### src/rtl/lcd_cmd_sequencer.sv
// lcd_cmd_sequencer
// Sits in front of a busy-flag HD44780-style LCD driver. After reset it
// waits out the LCD power-on delay and plays a fixed five-command init
// sequence. It then forwards single command/data bytes from one user port
// through the driver's en/done handshake. A watchdog bounds every transfer:
// a missing done pulse sets a sticky error and the transfer is treated as
// finished so the sequencer never stalls.
module lcd_cmd_sequencer #(
    parameter int                   SIZE_DATA       = 8,
    parameter int                   SIZE_FUNC       = 4,
    parameter int                   PWR_ON_WAIT_CYC = 750000,
    parameter int                   TIMEOUT_CYC     = 2000000,
    parameter logic [SIZE_FUNC-1:0] FUNC_CMD        = 'h0,
    parameter logic [SIZE_FUNC-1:0] FUNC_DATA       = 'h1
) (
    input  logic                 i_clk,
    input  logic                 i_rst,
    input  logic                 i_req,
    input  logic                 i_req_rs,
    input  logic [SIZE_DATA-1:0] i_req_data,
    output logic                 o_req_ack,
    output logic                 o_ready,
    output logic                 o_init_done,
    output logic                 o_err,
    output logic                 o_en_lcd,
    output logic [SIZE_DATA-1:0] o_data,
    output logic [SIZE_FUNC-1:0] o_func,
    input  logic                 i_done_lcd
);

    localparam int PW_W = $clog2(PWR_ON_WAIT_CYC + 1);
    localparam int TO_W = $clog2(TIMEOUT_CYC + 1);

    localparam logic [PW_W-1:0] PW_LAST   = PW_W'(PWR_ON_WAIT_CYC - 1);
    localparam logic [TO_W-1:0] TO_LAST   = TO_W'(TIMEOUT_CYC - 1);
    localparam logic [2:0]      INIT_LAST = 3'd4;

    typedef enum logic [2:0] {
        S_PWR_WAIT,
        S_INIT_ISSUE,
        S_INIT_WAIT,
        S_IDLE,
        S_USER_WAIT
    } state_t;

    state_t                 state_q, state_d;
    logic [PW_W-1:0]        pwr_cnt_q, pwr_cnt_d;
    logic [TO_W-1:0]        wd_cnt_q, wd_cnt_d;
    logic [2:0]             idx_q, idx_d;
    logic                   en_q, en_d;
    logic                   ack_q, ack_d;
    logic                   ready_q, ready_d;
    logic                   init_done_q, init_done_d;
    logic                   err_q, err_d;
    logic [SIZE_DATA-1:0]   data_q, data_d;
    logic [SIZE_FUNC-1:0]   func_q, func_d;

    logic                   wd_expired;
    logic                   xfer_end;

    // Init command ROM: function set, display on, clear, entry mode, home address.
    function automatic logic [SIZE_DATA-1:0] init_rom(input logic [2:0] idx);
        case (idx)
            3'd0:    init_rom = SIZE_DATA'(8'h38);
            3'd1:    init_rom = SIZE_DATA'(8'h0C);
            3'd2:    init_rom = SIZE_DATA'(8'h01);
            3'd3:    init_rom = SIZE_DATA'(8'h06);
            default: init_rom = SIZE_DATA'(8'h80);
        endcase
    endfunction

    // A real done wins over a coincident timeout, so the error flag only
    // reflects transfers that truly never completed.
    assign wd_expired = (wd_cnt_q == TO_LAST);
    assign xfer_end   = i_done_lcd || wd_expired;

    // Next-state and registered-output logic for the sequencer FSM.
    always_comb begin
        state_d     = state_q;
        pwr_cnt_d   = pwr_cnt_q;
        wd_cnt_d    = wd_cnt_q;
        idx_d       = idx_q;
        en_d        = 1'b0;
        ack_d       = 1'b0;
        ready_d     = ready_q;
        init_done_d = init_done_q;
        err_d       = err_q;
        data_d      = data_q;
        func_d      = func_q;

        case (state_q)
            S_PWR_WAIT: begin
                if (pwr_cnt_q == PW_LAST) begin
                    state_d = S_INIT_ISSUE;
                end else begin
                    pwr_cnt_d = pwr_cnt_q + PW_W'(1);
                end
            end

            S_INIT_ISSUE: begin
                data_d   = init_rom(idx_q);
                func_d   = FUNC_CMD;
                en_d     = 1'b1;
                wd_cnt_d = '0;
                state_d  = S_INIT_WAIT;
            end

            S_INIT_WAIT: begin
                if (xfer_end) begin
                    if (!i_done_lcd) begin
                        err_d = 1'b1;
                    end
                    if (idx_q == INIT_LAST) begin
                        init_done_d = 1'b1;
                        ready_d     = 1'b1;
                        state_d     = S_IDLE;
                    end else begin
                        idx_d   = idx_q + 3'd1;
                        state_d = S_INIT_ISSUE;
                    end
                end else begin
                    wd_cnt_d = wd_cnt_q + TO_W'(1);
                end
            end

            S_IDLE: begin
                if (i_req) begin
                    data_d   = i_req_data;
                    func_d   = i_req_rs ? FUNC_DATA : FUNC_CMD;
                    en_d     = 1'b1;
                    ack_d    = 1'b1;
                    ready_d  = 1'b0;
                    wd_cnt_d = '0;
                    state_d  = S_USER_WAIT;
                end
            end

            S_USER_WAIT: begin
                if (xfer_end) begin
                    if (!i_done_lcd) begin
                        err_d = 1'b1;
                    end
                    ready_d = 1'b1;
                    state_d = S_IDLE;
                end else begin
                    wd_cnt_d = wd_cnt_q + TO_W'(1);
                end
            end

            default: begin
                state_d = S_PWR_WAIT;
            end
        endcase
    end

    // State and output registers; reset restarts the whole power-on sequence.
    always_ff @(posedge i_clk) begin
        if (i_rst) begin
            state_q     <= S_PWR_WAIT;
            pwr_cnt_q   <= '0;
            wd_cnt_q    <= '0;
            idx_q       <= '0;
            en_q        <= 1'b0;
            ack_q       <= 1'b0;
            ready_q     <= 1'b0;
            init_done_q <= 1'b0;
            err_q       <= 1'b0;
            data_q      <= '0;
            func_q      <= FUNC_CMD;
        end else begin
            state_q     <= state_d;
            pwr_cnt_q   <= pwr_cnt_d;
            wd_cnt_q    <= wd_cnt_d;
            idx_q       <= idx_d;
            en_q        <= en_d;
            ack_q       <= ack_d;
            ready_q     <= ready_d;
            init_done_q <= init_done_d;
            err_q       <= err_d;
            data_q      <= data_d;
            func_q      <= func_d;
        end
    end

    assign o_req_ack   = ack_q;
    assign o_ready     = ready_q;
    assign o_init_done = init_done_q;
    assign o_err       = err_q;
    assign o_en_lcd    = en_q;
    assign o_data      = data_q;
    assign o_func      = func_q;

endmodule

### config.mk
export PLATFORM = sky130hd
export DESIGN_NAME = lcd_cmd_sequencer
export DESIGN_NICKNAME = d
export VERILOG_FILES = /design/src/rtl/lcd_cmd_sequencer.sv
export SDC_FILE = /design/constraint.sdc
export NUM_CORES = 1
export LEC_CHECK = 0
export ABC_CLOCK_PERIOD_IN_PS = 2300
export CAP_MARGIN = 20
export CORE_MARGIN = 3
export CORE_UTILIZATION = 35
export DETAILED_ROUTE_END_ITERATION = 8
export GPL_ROUTABILITY_DRIVEN = 1
export PLACE_DENSITY = 0.51
export SLEW_MARGIN = 25
export SYNTH_ARGS = -nofsm -noshare
export SYNTH_HDL_FRONTEND = slang
export SYNTH_SLANG_ARGS = --single-unit
### constraint.sdc
create_clock -name i_clk -period 2.3 [get_ports i_clk]
set_input_delay 0.69 -clock i_clk [delete_from_list [all_inputs] [get_ports i_clk]]
set_output_delay 0.69 -clock i_clk [all_outputs]
set_load 0.005 [all_outputs]
==> impl_metrics.ini <==
[clock_network]
cts_tree = built
cts_root_buf = clkbuf_8
htreeDepth = 3
clk_pin_slew_ns = 0.07
clock_path_buffers = 2
cts-buffers-inserted = 9
cts_sinks = 61
cts_setup_buffers = 0
cts_resized = 0
cts_hold_buf = 0
insertion_delay_ns = 0.34

[hold_path]
hold_end = wd_cnt_q[20]$_SDFFE_PP0P_
holdPathStages = 1
min_from = wd_cnt_q[20]$_SDFFE_PP0P_
hold_path.class = register to register

[synthesis]
yosys_warnings = 0
syn_inst = 388
ys_top_cells_by_count = 61 x dfxtp_1, 51 x nor2_1, 30 x nand2_1
yosys.area_share.simple_pct = 29.3
synth_area_per_cell_sq_um = 8.25
netlist_area_sq_mm = 0.00320
yosysUniqueCellTypes = 60
synthXorXnorAreaFrac_pct = 4.65
synth_mux_area_share_pct = 1.29
synth_top_cell_area_share_pct = 38.1
synth_edf_count = 0
yosysMostFrequentCell = dfxtp_1
seq_area_frac_synth_pct = 38.1
synth_fa_ha_area_share_pct = 2.74
synthArstFlopShare_pct = 0
synth_compound_area_share_pct = 18.6
synthTopCellsByArea = dfxtp_1 38%, nor2_1 6.0%, xor2_1 4.4%, nand2_1 3.5%, nand3_1 3.1%
synth_flop_cell = dfxtp_1
synth_top_family_by_area = simple AND/OR/NAND/NOR gates
synth.largest_area_cell = dfxtp_1
ys_ff_latch = 61

[worst_setup_path]
critPathArrivalTime_ns = 2.46
cp_top_family = buffers and inverters
worst-path-stages = 7
rr_endpoint = idx_q[0]$_SDFFE_PP0P_
cp_max_fo = 7
critPathRequiredTime_ns = 2.59
r2r_slack_ns = 0.24
max_stage_delay_ns = 0.49
path_buf_inv = 2
cp-end-kind = register
reg2regPathDepth = 5
reg2reg_from = wd_cnt_q[11]$_SDFFE_PP0P_
cp-start-kind = primary input
crit_slowest_cell = clkdlybuf4s50_1
cp_cell_sequence = clkdlybuf4s50_1 -> nand3b_1 -> nand3_1 -> a21o_1 -> buf_4 -> o31ai_1 -> and3_1
worstSetupPathType = primary input to register

[grt]
grt_pass1_vias = 2828
use_met1_pct = 21.9
met2_usage_pct = 28.1
overflow = 0
grt_util_all_layers_pct = 17.0
grt_max_degree = 24
grt_first_pass_wirelength_um = 13900
busiest_layer = met2
grt_util_met3_pct = 3.86
antenna_found_initial = 0

[place]
place_inst = 537
gp_congestion = 0.821
dp_hpwl_um = 6130
portBuffers = 26
pre_cts_slack_ns = -0.204

[drt]
drc_errors = 0
ant_nets = 0
drt_iter0_markers = 141
wl_per_cell_um = 15.0
wl_um = 8290
drtPass1Iterations = 6
vias_per_cell = 5.39
vias = 2980

[timing]
fmax_ghz = 0.461
period_needed_ns = 2.17
tightest_slew_ns = 0.567
rsz0062_at_grt = false
fin_crit_sh_pct = 94.3
setup_slack_ns = 0.130
final-setup-viol-count = 0
hold_violations = 0
finClkSkew_ns = 0.00665
slew_violations = 0
max-slew-margin-rel_pct = 61.9

[power]
p_leak_uw = 0.00144
finalPower_uw = 2240
p_per_area_mw_per_mm2 = 560
ir_drop_uv = 296

[finish]
diodes = 0
multiInputGateArea_sq_mm = 0.00183
fin_cells = 553
areaGrowthSynthToFinish_pct = 24.8
finalNetCount = 460
seq_area_sq_mm = 0.00122
fillers = 890
drive_gt1_share_pct = 14.2

[floorplanning]
dieWidth_um = 102
die_h_um = 102
coreArea_sq_mm = 0.00881
die_area_sq_mm = 0.0103
row_count = 34
ios = 30
start_util_pct = 36.4

[job]
maxCapViolCount = 0

[outcome]
status = finished clean
[how the worst max path moves through the flow]
stage / from / to / slack (ns)
5_1_grt: i_req / wd_cnt_q[13]$_SDFFE_PP0P_ / 0.002
3_5_place_dp: i_req / wd_cnt_q[13]$_SDFFE_PP0P_ / -0.20
3_3_place_gp: i_done_lcd / wd_cnt_q[17]$_SDFFE_PP0P_ / -0.14
4_1_cts: wd_cnt_q[11]$_SDFFE_PP0P_ / idx_q[0]$_SDFFE_PP0P_ / 0.05
6_report: i_req / wd_cnt_q[13]$_SDFFE_PP0P_ / 0.13
2_1_floorplan: wd_cnt_q[0]$_SDFFE_PP0P_ / idx_q[0]$_SDFFE_PP0P_ / 0.20
[sequential cells by signal (all words and copies together), names as in the netlist]
| signal | flops |
|---|---|
| o_req_ack | 1 |
| pwr_cnt_q | 20 |
| o_init_done | 1 |
| state_q | 3 |
| idx_q | 3 |
| o_err | 1 |
| o_ready | 1 |
| wd_cnt_q | 21 |
| o_data | 8 |
| o_en_lcd | 1 |
| o_func | 1 |
[power breakdown]
part	internal (uW)	total (uW)	switching [uW]
sequential	1060	1070	4.67
combinational	33.3	73.8	40.5
clock	671	1100	429
total	1770	2240	474
[metal layers]
metal | up-vias | part of all wire [%]
met5 | - | 0
met4 | 0 | 0.74
met3 | 5 | 3.5
met2 | 58 | 47
met1 | 1393 | 49
li1 | 1524 | -
[logic make-up after synthesis]
family | after synthesis
other cells | 1
fa+ha+maj | 7
xor+xnor | 17
buf+inv | 36
flops | 61
simple gates | 176
mux | 4
compound gates | 86
[layout make-up]
cell class	instances	area share (%)
sequential	61	30.6
clock inverter	3	1.69
timing repair buffer	65	13.7
inverter	10	0.939
clock buffer	13	3.98
tap	108	3.38
multi-input combinational	293	45.7
[metrics by stage]
stage               TNS [ns]  area, sq um  hold WS (ns)  util, %
CTS                        0         3990         0.474     45.3
global placement       -1.99         3770         0.461     42.8
global route               0         4000         0.492     45.4
detailed placement     -3.15         3770         0.465     42.8
floorplan                  0         3210         0.430        -
finish                     0         4000         0.479     45.4
[cell usage in the layout (no fill, tap or decap), types with 3 or more instances in the layout]
cell type	netlist	routed
o211ai_1	3	3
mux2i_1	3	3
and3_1	11	11
a31oi_1	9	9
or4_1	5	5
nor4bb_1	4	4
nor4_1	4	4
buf_4	3	39
a211oi_1	11	11
nand4b_1	3	3
o21a_1	6	6
conb_1	1	3
xor2_1	16	16
nor3_1	15	15
nand4_1	7	7
and4_1	7	7
a311oi_1	3	3
o31ai_1	3	3
inv_1	10	10
and2_1	3	3
o21ai_0	11	11
dfxtp_1	61	61
nand2b_1	3	3
nor2_1	51	51
ha_1	7	7
nand3_1	20	20
nand2_1	30	30
a21oi_1	19	19
clkbuf_8	0	11
clkdlybuf4s50_1	0	25
(Power assumes the default switching activity.)
